File: config.mk
export PLATFORM = sky130hd
export DESIGN_NAME = sequenciador_zonas_flat
export DESIGN_NICKNAME = d
export VERILOG_FILES = /design/src/rtl/sequenciador_zonas_pkg.sv /design/src/rtl/sequenciador_zonas_if.sv /design/src/rtl/sequenciador_zonas_seletor.sv /design/src/rtl/sequenciador_zonas.sv /design/src/flat_wrapper.sv
export SDC_FILE = /design/constraint.sdc
export NUM_CORES = 1
export LEC_CHECK = 0
export ABC_AREA = 1
export CAP_MARGIN = 20
export CORE_MARGIN = 4
export CORE_UTILIZATION = 55
export CTS_CLUSTER_SIZE = 14
export DETAILED_ROUTE_END_ITERATION = 8
export PLACE_DENSITY = 0.85
export SYNTH_ARGS = -nofsm -noshare
export SYNTH_HDL_FRONTEND = slang
export SYNTH_SLANG_ARGS = --single-unit
File: constraint.sdc
create_clock -name clk -period 2.5 [get_ports clk]
set_input_delay 0.75 -clock clk [delete_from_list [all_inputs] [get_ports clk]]
set_output_delay 0.75 -clock clk [all_outputs]
set_load 0.05 [all_outputs]
File: src/rtl/sequenciador_zonas_pkg.sv
// Shared types for the staggered zone power-on scheduler.
package seq_pkg;

  typedef enum logic {
    IDLE = 1'b0,
    HOLD = 1'b1
  } seq_estado_t;

endpackage

File: src/rtl/sequenciador_zonas_if.sv
// Request/grant bus between the zone controllers and the relay scheduler.
// master: zone-controller side (drives req); slave: scheduler side.
interface sequenciador_zonas_if #(
  parameter int N_ZONAS = 4
);
  localparam int NW = $clog2(N_ZONAS + 1);

  logic [N_ZONAS-1:0] req;
  logic [N_ZONAS-1:0] grant;
  logic               espera;
  logic [NW-1:0]      n_ativas;
  logic               ocupado;

  modport master (output req, input grant, espera, n_ativas, ocupado);
  modport slave  (input req, output grant, espera, n_ativas, ocupado);
endinterface

File: src/rtl/sequenciador_zonas_seletor.sv
// Combinational zone selector: first pending zone scanning upward from ptr
// with wrap-around. Build macro ZONA_PRIORIDADE_FIXA_EN switches to fixed
// priority (lowest pending index wins) and ignores ptr.
module seletor_rr #(
  parameter int N_ZONAS = 4,
  localparam int PW = $clog2(N_ZONAS)
) (
  input  logic [N_ZONAS-1:0] pend,
  input  logic [PW-1:0]      ptr,
  output logic [N_ZONAS-1:0] sel,
  output logic [PW-1:0]      k
);

`ifdef ZONA_PRIORIDADE_FIXA_EN
  logic unused_ptr;
  assign unused_ptr = ^ptr;
`endif

  logic [PW-1:0] idx;
  logic          achou;

  // Scan all candidate positions once; the first pending one wins.
  always_comb begin
    sel   = '0;
    k     = '0;
    idx   = '0;
    achou = 1'b0;
    for (int i = 0; i < N_ZONAS; i++) begin
`ifdef ZONA_PRIORIDADE_FIXA_EN
      idx = PW'(i);
`else
      idx = PW'((int'(ptr) + i) % N_ZONAS);
`endif
      if (!achou && pend[idx]) begin
        achou    = 1'b1;
        sel[idx] = 1'b1;
        k        = idx;
      end
    end
  end

endmodule

File: src/rtl/sequenciador_zonas.sv
// Staggered power-on scheduler: limits concurrent zones to MAX_ON and spaces
// successive turn-ons by STAGGER_T cycles of HOLD.
// Optional build macro: ZONA_PRIORIDADE_FIXA_EN (fixed priority, no ptr).
module sequenciador_zonas
  import seq_pkg::*;
#(
  parameter int N_ZONAS   = 4,
  parameter int STAGGER_T = 1000,
  parameter int MAX_ON    = 3
) (
  input logic                  clk,
  input logic                  rst,
  sequenciador_zonas_if.slave  bus
);

  localparam int PW = $clog2(N_ZONAS);
  localparam int CW = $clog2(STAGGER_T + 1);
  localparam int NW = $clog2(N_ZONAS + 1);

  seq_estado_t        estado;
  logic [CW-1:0]      cnt;
  logic [PW-1:0]      ptr;
  logic [N_ZONAS-1:0] grant_q;
  logic [N_ZONAS-1:0] pend;
  logic [N_ZONAS-1:0] sel;
  logic [PW-1:0]      k;
  logic [NW-1:0]      n_at;
  logic               concede;

  assign pend = bus.req & ~grant_q;

  // Popcount of the registered grant vector drives the budget check.
  always_comb begin
    n_at = '0;
    for (int i = 0; i < N_ZONAS; i++) n_at = n_at + NW'(grant_q[i]);
  end

  assign concede = (estado == IDLE) && (|pend) && (n_at < NW'(MAX_ON));

  seletor_rr #(.N_ZONAS(N_ZONAS)) u_sel (
    .pend (pend),
    .ptr  (ptr),
    .sel  (sel),
    .k    (k)
  );

  // FSM and stagger counter; release of grants never touches these.
  always_ff @(posedge clk or negedge rst) begin
    if (!rst) begin
      estado <= IDLE;
      cnt    <= '0;
    end else begin
      case (estado)
        IDLE: if (concede) begin
          estado <= HOLD;
          cnt    <= '0;
        end
        HOLD: if (cnt == CW'(STAGGER_T - 1)) begin
          estado <= IDLE;
          cnt    <= '0;
        end else begin
          cnt <= cnt + 1'b1;
        end
        default: estado <= IDLE;
      endcase
    end
  end

  // Grants drop as soon as their request drops; one new grant per IDLE issue.
  always_ff @(posedge clk or negedge rst) begin
    if (!rst) grant_q <= '0;
    else      grant_q <= (grant_q & bus.req) | (concede ? sel : '0);
  end

`ifdef ZONA_PRIORIDADE_FIXA_EN
  assign ptr = '0;
`else
  // Round-robin pointer moves just past the zone that was granted.
  always_ff @(posedge clk or negedge rst) begin
    if (!rst)         ptr <= '0;
    else if (concede) ptr <= (k == PW'(N_ZONAS - 1)) ? '0 : k + 1'b1;
  end
`endif

  assign bus.grant    = grant_q;
  assign bus.espera   = |pend;
  assign bus.n_ativas = n_at;
  assign bus.ocupado  = (estado == HOLD);

endmodule

File: src/flat_wrapper.sv
// flat-port wrapper written by rule: the top's interface ports become plain ports
module sequenciador_zonas_flat import seq_pkg::*;
#(
  parameter int N_ZONAS   = 4,
  parameter int STAGGER_T = 1000,
  parameter int MAX_ON    = 3
)
  (clk, rst, bus_req, bus_grant, bus_espera, bus_n_ativas, bus_ocupado);
  sequenciador_zonas_if #(.N_ZONAS(N_ZONAS)) bus_i ();
  input logic clk;
  input logic rst;
  input wire logic [$bits(bus_i.req)-1:0] bus_req;
  output wire logic [$bits(bus_i.grant)-1:0] bus_grant;
  output wire logic [$bits(bus_i.espera)-1:0] bus_espera;
  output wire logic [$bits(bus_i.n_ativas)-1:0] bus_n_ativas;
  output wire logic [$bits(bus_i.ocupado)-1:0] bus_ocupado;
  assign bus_i.req = bus_req;
  assign bus_grant = bus_i.grant;
  assign bus_espera = bus_i.espera;
  assign bus_n_ativas = bus_i.n_ativas;
  assign bus_ocupado = bus_i.ocupado;
  sequenciador_zonas #(.N_ZONAS(N_ZONAS), .STAGGER_T(STAGGER_T), .MAX_ON(MAX_ON)) u_core (.clk(clk), .rst(rst), .bus(bus_i));
endmodule
==> summary.txt, run 1 <==
Run status
  – Status: complete, but fails checks
  – Failing checks: negative setup slack

Place
  – Gp weighted congestion: 0.856
  – Hpwl dp: 2690 µm
  – Placed Area: around 1700 µm²
  – Port bufs: 14

GRT
  – Vias in the first global route: ~1.4k
  – First-pass GRT wire length: 6290 µm
  – Antenna violations before repair: 0
  – Total GRT Usage: 0.239
  – Grt total ovfl: 0
  – Pin count of the biggest net entering global routing: 18

Yosys
  – Yosys warnings: 0
  – Synth top area share: 0.307
  – Post-Synth Simple-Gate Area: 0.420
  – Library cells used by synthesis: 22
  – Compound-Gate Fraction of Synth Area: 0.0704
  – Synth Net Count: between 200 and 250
  – Top cells by area, synth: dfrtp_1 31%, nand2_1 16%, nand3_1 13%
  – Register area share after synthesis: 0.307
  – Syn Area/Cell: 7.07 µm²
  – Post-Syn Instances: 196
  – XOR/XNOR Fraction of Synth Area: 0.00632
  – Mapped Area: 1390 µm²
  – Largest family of logic cells by synthesized area: simple AND/OR/NAND/NOR gates
  – Adder and majority gate portion of the synthesized area: 0.123
  – Post-synthesis mux area share: 0
  – Largest area contributor in the netlist: dfrtp_1
  – Post-synthesis register bit count: 17

Timing
  – Worst setup margin: -0.00699 ns
  – Hold Fails Final Rpt: 0
  – Min Tclk post-route: roughly 2.5 ns
  – Final-report max-slew violation count: 0
  – F_max: 399 MHz
  – Final period util: 1.00
  – Final setup violating endpoints: 1
  – RSZ-0062 raised after global routing: true
  – Max_slew headroom: 0.665
  – Hold_ws: 0.565 ns
  – Skew final: 0.00555 ns
  – Worst-Margin Slew: ~0.5 ns

Die
  – Die ar.: 3390 µm²
  – Die H: 58.2 µm
  – Io pins: 15
  – Core area: about 2300 µm²
  – Die width: between 50 and 60 µm
  – Initial Utilization: 0.603
  – Row cnt: 17

Finish
  – Filler cells: 155
  – Register Area: ~430 µm²
  – Multi-input logic area: 893 µm²
  – Final layout net count: 256
  – Commonest cells after routing, fill and taps aside: 57 x nand2_1, 37 x nand3_1, 24 x inv_1
  – Final Cell Area: between 1500 and 2000 µm²
  – Synthesis-to-finish area growth: 31.2%
  – Layout cell share with drive strength beyond 1: 0.208
  – Inserted Diodes: 0
  – Final core occ: 0.792
  – Most common cell after layout, fill and taps aside: nand2_1

Drt
  – Antenna Nets Post-Route: 0
  – Via count: 1458
  – WL final: 3430 µm
  – WL per Instance: 13.0 µm
  – Vias per cell: 5.52
  – Initial DRC count: 77
  – Drt first pass iters: 4
  – DRC Markers: 0

Worst hold path
  – Hold Path Depth: 1
  – Worst Hold Class: register to register

Setup path
  – Worst-case reg-to-reg path depth: 14
  – CP Data Required Time: roughly 1.8 ns
  – CP Capture Type: output pin
  – CP max FO: 2
  – Critical path arrival: 1.76 ns
  – Crit path kind: register to output pin
  – Worst setup SP type: register
  – Register-to-Register Setup Slack: between 0.3 and 0.4 ns

Power and ir drop
  – Switching share of total power: 0.250
  – Int Power: 368 µW
  – PwrDens: 270 nW/µm²
  – Part of the power in registers: 0.559
  – Logic pwr share: 0.155
  – Worst vdd ir: between 300 and 400 µV
  – P_leak: 0.970 nW
  – P_sw: 123 µW
  – Clock network power share: 0.286

Clock network
  – Htree depth: 1
  – Clock Path Buffers: 2
  – Reg clk slew, reported paths: approximately 0.10 ns
  – CTS root buffer: clkbuf_4
  – CTS Sinks: 17
  – Clock tree from TritonCTS: yes
  – Num CTS Buffers: 3
  – Clk_lat worst skew: 0.28 ns

Job
  – Maxcap violations: 0
-- synthesized netlist by cell type --
| cell | count |
|---|---|
| dfrtp_1 | 17 |
| nand3_2 | 3 |
| o21ai_0 | 7 |
| nand2_1 | 58 |
| o21ai_1 | 2 |
| nand2_4 | 3 |
| nor3_1 | 3 |
| a22o_1 | 1 |
| nor2_8 | 1 |
| nor2_1 | 8 |
| nand4_1 | 4 |
| ha_1 | 12 |
| inv_2 | 1 |
| inv_1 | 24 |
| nand2_2 | 4 |
| fa_1 | 1 |
| clkinv_4 | 1 |
| o21bai_1 | 1 |
| xor2_1 | 1 |
| nand3_1 | 37 |
| a21oi_1 | 6 |
| o22ai_1 | 1 |
-- metal layers --
metal	track usage	routed length, µm	up-vias
li1	-	-	726
met1	0.290	1450	671
met2	0.432	1710	53
met3	0.0535	205	8
met4	0.0430	60	0
met5	0	0	-
-- logic make-up (layout without fill, tap and decap cells) --
| group | after synthesis | after routing |
|---|---|---|
| simple gates | 121 | 121 |
| buf+inv | 26 | 66 |
| xor+xnor | 1 | 1 |
| flops | 17 | 17 |
| compound gates | 18 | 18 |
| fa+ha+maj | 13 | 13 |
-- critical path: stages, from the launching register on --
cell	delay [ns]
dfrtp_2	0.44
ha_4	0.24
fa_2	0.36
ha_4	0.30
buf_12	0.13
-- state kept, by name, indices dropped and copies added, names as in the netlist --
register            flops
u_core.bus.grant        4
u_core.bus.ocupado      1
u_core.cnt             10
u_core.ptr              2
-- stage by stage --
| stage | setup WS (ns) | cells | setup TNS [ns] | power [mW] |
|---|---|---|---|---|
| after global placement | -0.0668 | 255 | -0.0806 | 0.354 |
| after detailed placement | -0.102 | 255 | -0.193 | 0.356 |
| after CTS | -0.0233 | 264 | -0.0233 | 0.499 |
| after floorplan | 0.0170 | 196 | 0 | 0.315 |
| after global routing | -0.0513 | 264 | -0.0513 | 0.520 |
| final | -0.00699 | 264 | -0.00699 | 0.491 |
-- worst paths after layout --
| path | endpoint | from |
|---|---|---|
| max | bus_n_ativas[1] | u_core.bus.grant[0] |
| max in group asynchronous | u_core.bus.grant[1] | rst |
| min reg2reg | u_core.cnt[0] | u_core.cnt[0] |
| max reg2reg | u_core.ptr[1] | u_core.ptr[0] |
| min in group asynchronous | u_core.bus.grant[3] | rst |
| min | u_core.cnt[0] | u_core.cnt[0] |
-- final cells by class --
cell class	count	share of cell area
Sequential cell	17	0.235
Tap cell	28	0.0193
Timing Repair Buffer	36	0.183
Clock buffer	3	0.0124
Multi-Input combinational cell	153	0.491
Clock inverter	1	0.00275
Inverter	26	0.0564
-- what timing repair did --
item / 4_1_cts / 5_1_grt
buffers inserted: 5 / 0
cloned: 0 / 0
hold buffers: 0 / 0
gates resized for setup: 4 / 3
setup endpoints to repair: 4 / 6
pin swaps: 2 / 2
-- power by group through the flow --
stage	combinational (mW)	clock (mW)	sequential, mW
final	0.0762	0.141	0.275
after global routing	0.0857	0.160	0.275
after CTS	0.0765	0.147	0.275
after detailed placement	0.0756	0	0.280
after global placement	0.0740	0	0.280
after floorplan	0.0348	0	0.280
Power figures use the tool's default switching activity.
==> inputs of run 2 (changes only) <==
--- a/config.mk
+++ b/config.mk
@@ -11,6 +11,7 @@
 export CORE_UTILIZATION = 55
 export CTS_CLUSTER_SIZE = 14
 export DETAILED_ROUTE_END_ITERATION = 8
+export GPL_TIMING_DRIVEN = 0
 export PLACE_DENSITY = 0.85
 export SYNTH_ARGS = -nofsm -noshare
 export SYNTH_HDL_FRONTEND = slang
==> summary.txt, run 2 (synthesis gave the netlist of run 1 again) <==
Worst hold path
  – Hold Path Depth: 1
  – Worst Hold Class: register to register

Timing
  – F_max: 398 MHz
  – Skew final: 0.00350 ns
  – Hold Fails Final Rpt: 0
  – Worst-Margin Slew: 0.747 ns
  – Max_slew headroom: 0.500
  – Final-report max-slew violation count: 0
  – Min Tclk post-route: about 2.5 ns
  – Final period util: 1.01
  – RSZ-0062 raised after global routing: true
  – Worst setup margin: -0.0135 ns
  – Final setup violating endpoints: 1
  – Setup TNS: -0.0135 ns

Clock network
  – Clk_lat worst skew: roughly 0.29 ns
  – Clock Path Buffers: 2
  – CTS root buffer: clkbuf_4
  – Reg clk slew, reported paths: 0.10 ns
  – CTS Sinks: 17
  – Num CTS Buffers: 3
  – Htree depth: 1
  – Clock tree from TritonCTS: yes

GRT
  – Antenna violations before repair: 0
  – First-pass GRT wire length: 5750 µm
  – Pin count of the biggest net entering global routing: 18
  – Total GRT Usage: 0.213
  – Vias in the first global route: 1274
  – Grt total ovfl: 0

Finish
  – Layout cell share with drive strength beyond 1: 0.160
  – Filler cells: 174
  – Final Cell Area: 1670 µm²
  – Synthesis-to-finish area growth: 20.6%
  – Final layout net count: 239
  – Biggest register: u_core.cnt
  – Most common cell after layout, fill and taps aside: nand2_1
  – Inserted Diodes: 0
  – Final Non-Filler Cells: 247
  – Max reg flops: 10
  – Commonest cells after routing, fill and taps aside: 58 x nand2_1, 35 x nand3_1, 24 x inv_1

Job
  – Maxcap violations: 0

Setup path
  – CP Data Required Time: 1.75 ns
  – Worst setup SP type: register
  – Critical path arrival: 1.76 ns
  – Worst-case reg-to-reg path depth: 14
  – CP max FO: 2
  – CP Capture Type: output pin
  – Crit path kind: register to output pin

Drt
  – WL per Instance: 13.5 µm
  – DRC Markers: 0
  – Vias per cell: roughly 5.7
  – Via count: between 1k and 1.5k
  – Initial DRC count: 76
  – WL final: 3330 µm
  – Drt first pass iters: 5
  – Antenna Nets Post-Route: 0

Power and ir drop
  – Worst vdd ir: 259 µV
  – PwrDens: 289 nW/µm²
  – P_sw: approximately 130 µW
  – Part of the power in registers: 0.569
  – P_leak: approximately 0.9 nW
  – Clock network power share: 0.309
  – Design Power: 483 µW
  – Logic pwr share: 0.122
  – Int Power: 355 µW
  – Switching share of total power: 0.266

Place
  – Port bufs: 14
  – Pre-CTS setup slack: -0.566 ns
  – Placed Area: 1580 µm²
  – Gp weighted congestion: roughly 0.86
  – Cell Count Post-Placement: 238
  – Hpwl dp: between 2000 and 2500 µm

Die
  – Row cnt: 17
  – Die H: roughly 58 µm
  – Io pins: 15
  – Die ar.: 3390 µm²
  – Die width: 58.2 µm
  – Core area: 2300 µm²
  – Initial Utilization: 0.603

Run status
  – Failing checks: negative setup slack
  – Status: complete, but fails checks
run 2: cell count changes in the layout (fill, tap and decap cells not counted), moves of 2 or more:
cell	previous run	this run
buf_12	3	0
dfrtp_2	2	4
buf_4	23	7
dfrtp_1	15	13
dlymetal6s2s_1	1	3
nand3_2	3	5
dlygate4sd2_1	2	0
nand3_1	37	35
run 2: per-layer routing:
metal,part of all wire,global-route usage,up-vias
met4,0.012,0.0497,0
li1,-,-,691
met1,0.42,0.284,659
met3,0.057,0.0200,4
met5,0,0,-
met2,0.51,0.369,45
run 2: area by class of cell:
cell class                      count  area, µm²  share of cell area
Clock buffer                        3       22.5              0.0135
Clock inverter                      1       5.00             0.00299
Inverter                           26        103              0.0614
Multi-Input combinational cell    153        896               0.536
Sequential cell                    17        430               0.257
Tap cell                           28       35.0              0.0210
Timing Repair Buffer               19        180               0.108
run 2: worst paths after layout:
path                                      from             endpoint  slack, ns
max                        u_core.bus.grant[0]      bus_n_ativas[1]      -0.01
min                              u_core.cnt[0]        u_core.cnt[0]       0.57
max reg2reg                      u_core.ptr[1]        u_core.ptr[0]       0.18
min reg2reg                      u_core.cnt[0]        u_core.cnt[0]       0.57
max in group asynchronous                  rst  u_core.bus.grant[0]       1.09
min in group asynchronous                  rst        u_core.cnt[3]       0.89
run 2: through the flow:
| stage | utilization | hold slack (ns) |
|---|---|---|
| 6_report | 0.728 | 0.571 |
| 3_3_place_gp | 0.686 | 0.505 |
| 2_1_floorplan | - | 0.454 |
| 5_1_grt | 0.728 | 0.597 |
| 3_5_place_dp | 0.686 | 0.514 |
| 4_1_cts | 0.709 | 0.572 |
run 2: power by group through the flow:
stage | Sequential [mW] | Combinational [mW] | Clock, mW
after floorplan | 0.280 | 0.0348 | 0
after detailed placement | 0.280 | 0.0574 | 0
after global placement | 0.280 | 0.0561 | 0
after global routing | 0.275 | 0.0660 | 0.165
final | 0.275 | 0.0589 | 0.149
after CTS | 0.275 | 0.0576 | 0.151
run 2: repair_timing:
action / 4_1_cts / 5_1_grt
pin swaps: 2 / 2
setup endpoints to repair: 4 / 6
hold buffers: 0 / 0
resized for setup: 27 / 7
setup buffers: 2 / 3
run 2: worst max-delay path, stage by stage (launching register included):
cell and delay (ns):
dfrtp_2 0.44, ha_4 0.24, fa_2 0.36, ha_4 0.29, buf_8 0.14
==> inputs of run 3 (changes only) <==
--- a/config.mk
+++ b/config.mk
@@ -7,7 +7,7 @@
 export LEC_CHECK = 0
 export ABC_AREA = 1
 export CAP_MARGIN = 20
-export CORE_MARGIN = 4
+export CORE_MARGIN = 8
 export CORE_UTILIZATION = 55
 export CTS_CLUSTER_SIZE = 14
 export DETAILED_ROUTE_END_ITERATION = 8
==> summary.txt, run 3 (synthesis gave the netlist of run 1 again) <==
Setup path
  – Crit path kind: register to output pin
  – CP Data Required Time: 1.75 ns
  – CP max FO: 2
  – Worst setup path endpoint: bus_n_ativas[1]
  – CP Capture Type: output pin
  – Critical path arrival: around 1.8 ns
  – Slowest library cell on the worst path: dfrtp_2
  – Worst setup SP type: register
  – Critical R2R Capture: u_core.ptr[1]
  – Crit path top cell by count: ha_4
  – Register-to-Register Setup Slack: 0.18 ns
  – Worst-case reg-to-reg path depth: 14
  – CP cell instances: ha_4 -> fa_2 -> ha_4 -> buf_8
  – CP max stage delay: 0.44 ns
  – Critical R2R Launch: u_core.ptr[1]
  – Worst Setup SP: u_core.bus.grant[0]

Finish
  – Commonest cells after routing, fill and taps aside: 58 x nand2_1, 34 x nand3_1, 23 x inv_1
  – Synthesis-to-finish area growth: 22.5%
  – Layout cell share with drive strength beyond 1: 0.173
  – Most common cell after layout, fill and taps aside: nand2_1
  – Max reg flops: 10
  – Biggest register: u_core.cnt
  – Inserted Diodes: 0
  – Final layout net count: 240
  – Final core occ: 0.698

Clock network
  – Num CTS Buffers: 3
  – Reg clk slew, reported paths: 0.10 ns
  – Clock Path Buffers: 2
  – Clk_lat worst skew: approximately 0.30 ns
  – CTS Sinks: 17
  – Clock tree from TritonCTS: yes
  – CTS root buffer: clkbuf_4
  – Htree depth: 1

Die
  – Core area: between 2000 and 2500 µm²
  – Die width: ~66 µm
  – Die H: 66.2 µm
  – Io pins: 15
  – Initial Utilization: 0.570
  – Die ar.: about 4400 µm²
  – Row cnt: 18

Run status
  – Failing checks: negative setup slack
  – Status: complete, but fails checks

GRT
  – Antenna violations before repair: 0
  – Grt total ovfl: 0
  – Pin count of the biggest net entering global routing: 18
  – Vias in the first global route: 1269
  – Total GRT Usage: 0.156
  – First-pass GRT wire length: 5530 µm

Drt
  – DRC Markers: 0
  – Via count: 1403
  – Initial DRC count: 132
  – Drt first pass iters: 4
  – WL per Instance: between 10 and 15 µm
  – Vias per cell: around 5.6
  – WL final: 3290 µm
  – Antenna Nets Post-Route: 0

Place
  – Gp weighted congestion: between 0.9 and 1
  – Port bufs: 14
  – Hpwl dp: 2510 µm

Timing
  – Setup TNS: -0.0141 ns
  – Skew final: 0.00426 ns
  – Max_slew headroom: 0.481
  – Hold Fails Final Rpt: 0
  – Min Tclk post-route: 2.51 ns
  – Final period util: 1.01
  – Worst-Margin Slew: 0.777 ns
  – Worst setup margin: -0.0141 ns
  – F_max: 398 MHz
  – Final setup violating endpoints: 1
  – Final-report max-slew violation count: 0
  – RSZ-0062 raised after global routing: true

Job
  – Maxcap violations: 0

Worst hold path
  – Worst Hold Class: register to register
  – Hold Path Depth: 1

Power and ir drop
  – P_leak: 0.887 nW
  – Worst vdd ir: 242 µV
  – PwrDens: 286 nW/µm²
==> run 3: cell types whose count changed in the layout (fill, tap and decap cells not counted), sizes merged <==
cell / previous run / this run
clkinvlp: 0 / 1
clkdlybuf4s50: 7 / 8
inv: 25 / 24
dlymetal6s2s: 3 / 2
buf: 9 / 10
==> run 3: worst min-delay path by stage <==
stage	startpoint	to	slack, ns
CTS	u_core.cnt[0]	u_core.cnt[0]	0.57
global route	u_core.cnt[0]	u_core.cnt[0]	0.60
global placement	u_core.bus.grant[0]	u_core.bus.grant[0]	0.50
floorplan	rst	u_core.bus.grant[0]	0.45
finish	u_core.cnt[0]	u_core.cnt[0]	0.56
detailed placement	u_core.bus.grant[1]	u_core.bus.grant[1]	0.52
==> run 3: timing repair <==
item / 4_1_cts / 5_1_grt
gates resized for setup: 28 / 11
buffers inserted: 2 / 4
endpoints found under the setup margin: 5 / 6
hold buffers: 0 / 0
pin swaps: 1 / 1
==> run 3: metal layers <==
layer | global-route usage | part of all wire
met5 | 0 | 0
met4 | 0.0453 | 0.015
met3 | 0.0356 | 0.063
met2 | 0.264 | 0.48
met1 | 0.190 | 0.44
==> run 3: worst max-delay path, delay by kind of cell, from the launching register on <==
kind | cells | cell delay (ns)
flops | 1 | 0.44
fa+ha+maj | 3 | 0.89
buf+inv | 1 | 0.14
==> run 3: power by group <==
part           switching (mW)  internal (mW)
Clock                  0.0919         0.0597
Combinational          0.0385         0.0210
Sequential                  0          0.275
==> run 3: final cells by class <==
class | count | area, µm²
clock inverters | 1 | 5.00
inverters | 26 | 106
well taps | 30 | 37.5
repair buffers | 20 | 195
flip-flops and latches | 17 | 430
multi-input cells | 153 | 901
clock buffers | 3 | 22.5
fillers | 197 | 734
==> run 3: through the flow <==
stage | total power, mW | setup slack (ns) | instances | cell area, µm² | hold WS, ns
4_1_cts | 0.488 | -0.0491 | 246 | 1630 | 0.570
3_3_place_gp | 0.337 | -0.559 | 240 | 1580 | 0.505
6_report | 0.486 | -0.0141 | 250 | 1700 | 0.565
2_1_floorplan | 0.315 | 0.0170 | 196 | 1400 | 0.454
5_1_grt | 0.511 | -0.0648 | 250 | 1700 | 0.603
3_5_place_dp | 0.339 | -0.573 | 240 | 1580 | 0.518
==> RTL change: new RTL, config.mk and constraints of run 1 <==
Build with the macro `ZONA_PRIORIDADE_FIXA_EN` defined.
--- a/src/rtl/sequenciador_zonas_seletor.sv
+++ b/src/rtl/sequenciador_zonas_seletor.sv
@@ -3,2 +3,4 @@
 // priority (lowest pending index wins) and ignores ptr.
+`define ZONA_PRIORIDADE_FIXA_EN
+
 module seletor_rr #(
Check against the original RTL: same outputs for any inputs over 10 cycles, from zero or initial values and one cycle with rst low; that may be too few to reach the edited logic, so the function may still have changed.
==> RTL change against run 1 <==
The run still ends with negative setup slack left. Synthesized cell count shrank 36%. Largest power group unchanged. Sequential cell count shrank 2. Routed wire length shrank 33%. Highest routed layer unchanged. Area after synthesis shrank 28%. Setup slack lost 68 ps. Critical path depth grew 1. Clock power shrank 4%. Sequential power shrank 12%. Die area shrank 24%. Cell area shrank 27%. Critical endpoint is now bus_n_ativas[0]. Sequential share of layout area grew 4.8 points. Total power shrank 17%.
==> RTL change: results (changes against run 1) <==
The maximum number of pins on one net before global-route repair is 16 (was 18). The worst setup skew after layout is 5.15 ps (was 5.55 ps). The fraction of layout instances using a drive strength above 1 is 31.6% (was 20.8%). The amount of wire on met3 after detailed routing came out at 139 µm (was 205 µm). The transition time at the pin with the least slew margin came out at 683 ps (was 501 ps). The smallest setup slack after layout was -75.2 ps (was -6.99 ps). The number of nets in the layout came out at 163 (was 256).

The final standard cell utilization of the core came out at 77.0% (was 79.2%). The post-route non-filler standard cell count is 177 (was 264). The sequential-to-total area share from yosys stat came out at 37.4% (was 30.7%). The count of cell types in the netlist came to 23 (was 22).

The global placement routability congestion came out at 0.915 (was 0.856). The xor and xnor fraction of the mapped netlist area was 0.873% (was 0.632%). The slowest cell on the critical path is fa_2 (was dfrtp_2). Most numerous cell types in the synthesized netlist: nand2_1 (36), dfrtp_1 (15), inv_1 (14) (was nand2_1 (58), nand3_1 (37), inv_1 (24)). The average wire length per cell after detail routing came out at 13.0 µm (about the same). The setup fix buffers added after clock tree synthesis came to 3 (was 5).

The leakage power figure came to 0.605 nW (was 0.970 nW). Failing checks: negative setup slack (unchanged). The final-report setup violation count came out at 2 (was 1). The aggregate negative setup slack was -92.9 ps (was -6.99 ps). The total cell area at the placement stage came out at 1220 µm² (was 1730 µm²). The hold slack came out at 546 ps (was 565 ps). The number of placed instances, taps included came out at 167 (was 255).

The number of nets produced by synthesis came out at 136 (was 215). The cell count after synthesis came out at 126 (was 196). The met2 track demand over resource is 32.8% (was 43.2%). The delay of the slowest critical-path stage was 540 ps (was 440 ps). The fill cell instance count of the final layout is 134 (was 155). The count of vias placed by the detailed router is 902 (was 1458). Result of the run: finished, violations left (unchanged). The combined global-route utilization of all metal layers was 20.9% (was 23.9%). The power of the clock network is 0.136 mW (was 0.141 mW). The met1 layer usage reported by global route came out at 27.4% (was 29.0%). The wire length of the first global-routing pass came out at 4000 µm (was 6290 µm).

The area share of fa/ha/maj cells after synthesis is 5.74% (was 12.3%). The relative contribution of sequential cells to total power is 59.4% (was 55.9%). The power per cell area is 307 nW/µm² (was 270 nW/µm²).
## RTL change: changes by cell type after synthesis, moves of 3 or more
cell and delta:
nand2_4 -3, ha_1 -9, inv_1 -10, nand3_2 +6, o21ai_0 -4, a21oi_1 -4, nor3_1 -3, nand3_1 -26
nand2_1 -22
## RTL change: path summary, 6_finish.rpt
path / startpoint / cells after the start / end
worst max-delay path: u_core.bus.grant[1] / 5 / bus_n_ativas[0]
worst min-delay path: u_core.cnt[1] / 2 / u_core.cnt[1]
worst max register to register: u_core.bus.grant[1] / 11 / u_core.cnt[2]
worst min register to register: u_core.cnt[1] / 2 / u_core.cnt[1]
max in group asynchronous: rst / 1 / u_core.bus.grant[1]
min in group asynchronous: rst / 1 / u_core.bus.grant[3]
## RTL change: final cells by class
type                            count  area (µm²)  area share, %
Sequential cell                    15         377           28.3
Timing Repair Buffer               24         253           19.0
Multi-Input combinational cell     92         576           43.3
Inverter                           17        67.6           5.08
Tap cell                           25        31.3           2.35
Clock buffer                        4        26.3           1.98
